### config.mk
export PLATFORM = sky130hd
export DESIGN_NAME = instr_fetch
export DESIGN_NICKNAME = d
export VERILOG_FILES = /design/src/rtl/mips_pkg.sv /design/src/rtl/fetch_skid_buf.sv /design/src/rtl/instr_fetch.sv
export SDC_FILE = /design/constraint.sdc
export NUM_CORES = 1
export LEC_CHECK = 0
export ABC_AREA = 1
export CAP_MARGIN = 5
export CORE_MARGIN = 10
export CORE_UTILIZATION = 46
export DETAILED_ROUTE_END_ITERATION = 12
export MAX_ROUTING_LAYER = met4
export PLACE_DENSITY_LB_ADDON = 0.2
export SLEW_MARGIN = 20
export SYNTH_ARGS = -nofsm -noshare
export SYNTH_HDL_FRONTEND = slang
export SYNTH_SLANG_ARGS = --single-unit
### constraint.sdc
create_clock -name clk -period 1.8 [get_ports clk]
set_input_delay 0.18 -clock clk [delete_from_list [all_inputs] [get_ports clk]]
set_output_delay 0.18 -clock clk [all_outputs]
set_load 0.01 [all_outputs]
### src/rtl/mips_pkg.sv
// Shared types and constants for the MIPS front end: opcodes, the nop word
// and the fetch FSM state encoding.
package mips_pkg;

   localparam int INSTR_W = 32;
   localparam int OPC_W   = 6;

   localparam logic [OPC_W-1:0]   OP_RTYPE  = 6'b000000;
   localparam logic [OPC_W-1:0]   OP_LW     = 6'b100011;
   localparam logic [OPC_W-1:0]   OP_BEQ    = 6'b000100;
   localparam logic [INSTR_W-1:0] NOP_INSTR = 32'h0000_0000;

   typedef enum logic [0:0] {
      FETCH = 1'b0,
      DROP  = 1'b1
   } fetch_state_t;

   // Instruction memory is word addressed, so redirect targets are forced onto a word boundary.
   function automatic logic [31:0] align_word(input logic [31:0] addr);
      return {addr[31:2], 2'b00};
   endfunction

endpackage

### src/rtl/fetch_skid_buf.sv
// Two-entry {pc, instr} buffer between instruction memory and decode: the IF/ID
// output register plus one skid entry that catches a word arriving while decode stalls.
module fetch_skid_buf
   import mips_pkg::*;
(
   input  logic               clk,
   input  logic               reset,
   input  logic               flush,
   input  logic               in_valid,
   output logic               in_ready,
   input  logic [31:0]        in_pc,
   input  logic [INSTR_W-1:0] in_instr,
   output logic               out_valid,
   input  logic               out_ready,
   output logic [31:0]        out_pc,
   output logic [INSTR_W-1:0] out_instr,
   output logic               skid_empty_next
);

   logic               skid_valid;
   logic [31:0]        skid_pc;
   logic [INSTR_W-1:0] skid_instr;

   logic               out_valid_n;
   logic [31:0]        out_pc_n;
   logic [INSTR_W-1:0] out_instr_n;
   logic               skid_valid_n;
   logic [31:0]        skid_pc_n;
   logic [INSTR_W-1:0] skid_instr_n;
   logic               consume;
   logic               push;

   assign in_ready        = !skid_valid;
   assign consume         = out_valid && out_ready;
   assign push            = in_valid && in_ready;
   assign skid_empty_next = !skid_valid_n;

   // The output slot refills from the skid first, so ordering is preserved; an empty slot reads as nop.
   always_comb begin
      out_valid_n  = out_valid;
      out_pc_n     = out_pc;
      out_instr_n  = out_instr;
      skid_valid_n = skid_valid;
      skid_pc_n    = skid_pc;
      skid_instr_n = skid_instr;
      if (flush) begin
         out_valid_n  = 1'b0;
         out_instr_n  = NOP_INSTR;
         skid_valid_n = 1'b0;
      end else if (!out_valid || consume) begin
         if (skid_valid) begin
            out_valid_n  = 1'b1;
            out_pc_n     = skid_pc;
            out_instr_n  = skid_instr;
            skid_valid_n = 1'b0;
         end else if (push) begin
            out_valid_n = 1'b1;
            out_pc_n    = in_pc;
            out_instr_n = in_instr;
         end else begin
            out_valid_n = 1'b0;
            out_instr_n = NOP_INSTR;
         end
      end else if (push) begin
         skid_valid_n = 1'b1;
         skid_pc_n    = in_pc;
         skid_instr_n = in_instr;
      end
   end

   always_ff @(posedge clk or negedge reset) begin
      if (!reset) begin
         out_valid  <= 1'b0;
         out_pc     <= 32'h0;
         out_instr  <= NOP_INSTR;
         skid_valid <= 1'b0;
         skid_pc    <= 32'h0;
         skid_instr <= NOP_INSTR;
      end else begin
         out_valid  <= out_valid_n;
         out_pc     <= out_pc_n;
         out_instr  <= out_instr_n;
         skid_valid <= skid_valid_n;
         skid_pc    <= skid_pc_n;
         skid_instr <= skid_instr_n;
      end
   end

endmodule

### src/rtl/instr_fetch.sv
// Instruction-fetch stage: owns the PC, issues one imem request at a time and
// feeds the IF/ID register; taken branches flush the stage and refetch.
module instr_fetch
   import mips_pkg::*;
#(
   parameter logic [31:0] RESET_PC = 32'h0000_0000,
   parameter int          AW       = 32
) (
   input  logic               clk,
   input  logic               reset,
   output logic               imem_req,
   output logic [AW-1:0]      imem_addr,
   input  logic               imem_ack,
   input  logic [INSTR_W-1:0] imem_rdata,
   input  logic               stall,
   input  logic               redirect_valid,
   input  logic [31:0]        redirect_pc,
   output logic               if_valid,
   output logic [31:0]        if_pc,
   output logic [31:0]        if_pc_plus4,
   output logic [INSTR_W-1:0] if_instr,
   output logic [OPC_W-1:0]   if_opcode,
   output logic               fetch_misalign
);

   fetch_state_t state;
   logic [31:0]  pc;
   logic [31:0]  pc_inc;
   logic [31:0]  redirect_target;
   logic         handshake;
   logic         buf_in_valid;
   logic         buf_in_ready;
   logic         skid_empty_next;

   assign pc_inc          = pc + 32'd4;
   assign redirect_target = align_word(redirect_pc);
   assign handshake       = imem_req && imem_ack;
   assign buf_in_valid    = (state == FETCH) && handshake && !redirect_valid && buf_in_ready;

   assign if_pc_plus4 = if_pc + 32'd4;
   assign if_opcode   = if_instr[31:26];

   fetch_skid_buf u_skid (
      .clk             (clk),
      .reset           (reset),
      .flush           (redirect_valid),
      .in_valid        (buf_in_valid),
      .in_ready        (buf_in_ready),
      .in_pc           (pc),
      .in_instr        (imem_rdata),
      .out_valid       (if_valid),
      .out_ready       (!stall),
      .out_pc          (if_pc),
      .out_instr       (if_instr),
      .skid_empty_next (skid_empty_next)
   );

   // imem_addr is kept apart from pc because an unacked request must hold its
   // old address while pc already points at the redirect target.
   always_ff @(posedge clk or negedge reset) begin
      if (!reset) begin
         state          <= FETCH;
         pc             <= RESET_PC;
         imem_req       <= 1'b0;
         imem_addr      <= RESET_PC[AW-1:0];
         fetch_misalign <= 1'b0;
      end else if (redirect_valid) begin
         pc <= redirect_target;
         if (redirect_pc[1:0] != 2'b00) begin
            fetch_misalign <= 1'b1;
         end
         if (state == DROP) begin
            if (imem_ack) begin
               state     <= FETCH;
               imem_req  <= 1'b1;
               imem_addr <= redirect_target[AW-1:0];
            end
         end else if (imem_req && !imem_ack) begin
            state <= DROP;
         end else begin
            imem_req  <= 1'b1;
            imem_addr <= redirect_target[AW-1:0];
         end
      end else begin
         case (state)
            DROP: begin
               if (imem_ack) begin
                  state     <= FETCH;
                  imem_req  <= 1'b1;
                  imem_addr <= pc[AW-1:0];
               end
            end
            default: begin
               imem_req <= skid_empty_next;
               if (handshake) begin
                  pc        <= pc_inc;
                  imem_addr <= pc_inc[AW-1:0];
               end else begin
                  imem_addr <= pc[AW-1:0];
               end
            end
         endcase
      end
   end

endmodule
==> results_dict.tcl <==
set metrics [dict create \
    crit_path_max_fanout 3 \
    synthMuxAreaShare 0.04307 \
    yosysTopAreaCell "dfrtp_1" \
    avgSynthCellArea_um2 8.452 \
    reg2regPathDepth 10 \
    num_rows 51 \
    arrival_ns 2.15 \
    p_sw_frac 0.3133 \
    cp.required_ns 1.62 \
    syn2layout_area_growth_pct 40.92 \
    viasPerCell 5.135 \
    reg2reg_slack_ns 0.09 \
    p_seq_frac 0.423 \
    synth_most_common_cell "nand2_1" \
    p_clk_frac 0.310 \
    vias 8437 \
    fin_worst_skew_ns 0.009963 \
    whs_ns 0.2678 \
    synth_seq_cells 190 \
    ys_warn_count 0 \
    core_um2 19590 \
    cts_sinks 190 \
    cts_buffers 17 \
    postSynthCellCount 1093 \
    fin_crit_sh 1.293 \
    max-clock-path-buffers 2 \
    vdd_ir_drop_max_mv 0.6547 \
    synth_top_family_by_area "simple AND/OR/NAND/NOR gates" \
    synth_xor_area_frac 0.03792 \
    critPathLaunchType "register" \
    drt_iter0_markers 757 \
    groute.usage.overall 0.2155 \
    diodes 0 \
    first_global_vias 8383 \
    fillers 1636 \
    dpl_cell_area_um2 12180 \
    hold_viol_final 0 \
    min_period_ns 2.327 \
    synthDistinctLibCells 34 \
    worstSkewPairLatency_ns 0.44 \
    cts_tree "done" \
    hold_path.class "primary input to asynchronous set/reset pin" \
    synth_area_leaders "dfrtp_1 51%, nand2_1 14%, o21ai_0 7.5%, xor2_1 3.7%, inv_1 3.6%" \
    slew-limit-headroom 0.6632 \
    tns_ns -8.678 \
    drt_first_pass_iters 6 \
    maxCapViolCount 0 \
    synth_edf_count 0 \
    pin_count 206 \
    slowest_stage "dfrtp_1" \
    r2r_start "pc[3]" \
    slew_violations 0 \
    dieArea_um2 26150 \
    htreeDepth 4 \
    fin_nets 1436 \
    rsz0062_at_grt "yes" \
    p_int_mw 8.599 \
    path_buf_inv 2 \
    p_comb_frac 0.267 \
    cts_root_buf "clkbuf_16" \
    worst_setup_path_end_kind "output port" \
    worst-slew-pin-transition_ns 0.5053 \
    crit_path_max_incr_delay_ns 0.41 \
    dp_hpwl_um 20190 \
    r2r-end "imem_addr[21]" \
    wire_per_inst_um 16.91 \
    setup_viol 24 \
    crit_type "register to output port" \
    portBuffers 201 \
    die_y_um 161.7 \
    ys_seq_area_frac 0.5147 \
    clk_pin_slew_worst_paths_ns 0.08 \
    synth_ff_type "dfrtp_1" \
    die_w_um 161.7 \
    drc 0 \
    power.total_mw 12.52 \
    finalWirelength_um 27790 \
    path_cells "ha_4, nand3_4, nor3_4, nand4_1, nor2_2, buf_4, nand2_4, nor2_2, nand2_1, nand2_1, buf_2" \
    fmax_mhz 429.7 \
    yosys.area_share.adder 0.002709 \
    synth_top_area_share 0.5147 \
    cp_top_family "simple AND/OR/NAND/NOR gates" \
    synth_compound_area_frac 0.1222 \
    synth.cell_area_um2 9238 \
    final_area_um2 13020 \
    globalplace.congestion 0.9203 \
    power.density_nw_per_um2 961.9 \
    netlist_top_cells_count "351 x nand2_1, 190 x dfrtp_1, 139 x o21ai_0" \
    antenna_found_initial 0 \
    yosys.area_share.simple 0.2116 \
    layout-drive-gt1-share 0.1713 \
    violations "negative setup slack" \
    antenna_left 0 \
    switching_power_mw 3.923 \
    grt_max_degree 94 \
    fin_ws_ns -0.5271 \
    start_util 0.4715 \
    leakage_nw 6.045 \
    outcome "finished, violations left" \
    grt_pass1_wl_um 44440 \
    grt_overflow 0 \
    synthArstFlopShare 1.000 \
]
-- registers in the layout (all words and copies together), names as in the netlist, 30 cells and up --
register,flops
u_skid.out_instr,32
u_skid.skid_instr,32
imem_addr,31
pc,30
u_skid.out_pc,30
u_skid.skid_pc,30
-- per-layer routing --
metal / vias up / part of all wire / global-route usage
li1: 4092 / - / -
met1: 4043 / 0.44 / 0.2802
met2: 270 / 0.48 / 0.3378
met3: 32 / 0.063 / 0.04879
met4: 0 / 0.014 / 0.05087
met5: - / 0 / -
-- power groups by stage --
stage          clock network, mW  logic (mW)  registers [mW]
2_1_floorplan                  0        1.19            5.47
3_3_place_gp                   0        3.37            5.32
3_5_place_dp                   0        3.42            5.35
4_1_cts                     3.96        3.32            5.28
5_1_grt                     4.13        3.67            5.38
6_report                    3.88        3.34            5.30
-- layout by cell type (no fill, tap or decap), types with 17 or more instances in the layout --
master             n
clkbuf_16         17
buf_4             82
nand2_1          344
buf_2             24
a22oi_1           33
dfrtp_1          187
inv_1             88
xor2_1            39
clkdlybuf4s50_1  170
nor2_1            36
o21ai_0          137
nand3_1           39
-- cell families (layout without fill, tap and decap cells) --
| logic type | count (synthesis) | after routing |
|---|---|---|
| and+or+nand+nor | 482 | 482 |
| AOI/OAI and AO/OA | 198 | 198 |
| DFF | 190 | 190 |
| buffers and inverters | 148 | 430 |
| xor gates and xnor gates | 40 | 40 |
| muxes | 32 | 32 |
| adders and majority gates | 2 | 2 |
| other | 1 | 4 |
-- final cells by class --
class / count / area [um^2] / share of cell area
clock buffers: 17 / 425.4 / 0.03268
clock inverters: 15 / 185.2 / 0.01423
inverters: 89 / 334.1 / 0.02566
multi-input cells: 758 / 4090 / 0.3142
flip-flops and latches: 190 / 4758 / 0.3655
well taps: 265 / 331.6 / 0.02547
repair buffers: 309 / 2893 / 0.2222
-- worst max path at each step --
| stage | slack (ns) | to | cells past startpoint | startpoint |
|---|---|---|---|---|
| 5_1_grt | -0.68 | if_pc_plus4[28] | 11 | u_skid.out_pc[2] |
| 4_1_cts | -0.60 | if_pc_plus4[26] | 10 | u_skid.out_pc[3] |
| 3_3_place_gp | -0.48 | if_pc_plus4[28] | 10 | u_skid.out_pc[2] |
| 2_1_floorplan | -0.03 | if_pc_plus4[28] | 8 | u_skid.out_pc[2] |
| 6_report | -0.53 | if_pc_plus4[28] | 11 | u_skid.out_pc[2] |
| 3_5_place_dp | -0.51 | if_pc_plus4[28] | 10 | u_skid.out_pc[2] |
-- metrics by stage --
stage	instances	utilization	setup WS [ns]
after floorplan	1096	-	-0.02726
after global placement	1599	0.6217	-0.4760
after detailed placement	1599	0.6217	-0.5109
after CTS	1641	0.6546	-0.6024
after global routing	1643	0.6645	-0.6764
final	1643	0.6645	-0.5271
-- timing repair --
action / 4_1_cts / 5_1_grt
endpoints found under the setup margin: 29 / 52
pin swaps: 11 / 21
setup buffers: 9 / 4
hold endpoints to repair: 50 / 0
hold buffers: 1 / 0
gates resized for setup: 114 / 62
Note: power is estimated with default switching activity, not from simulation.
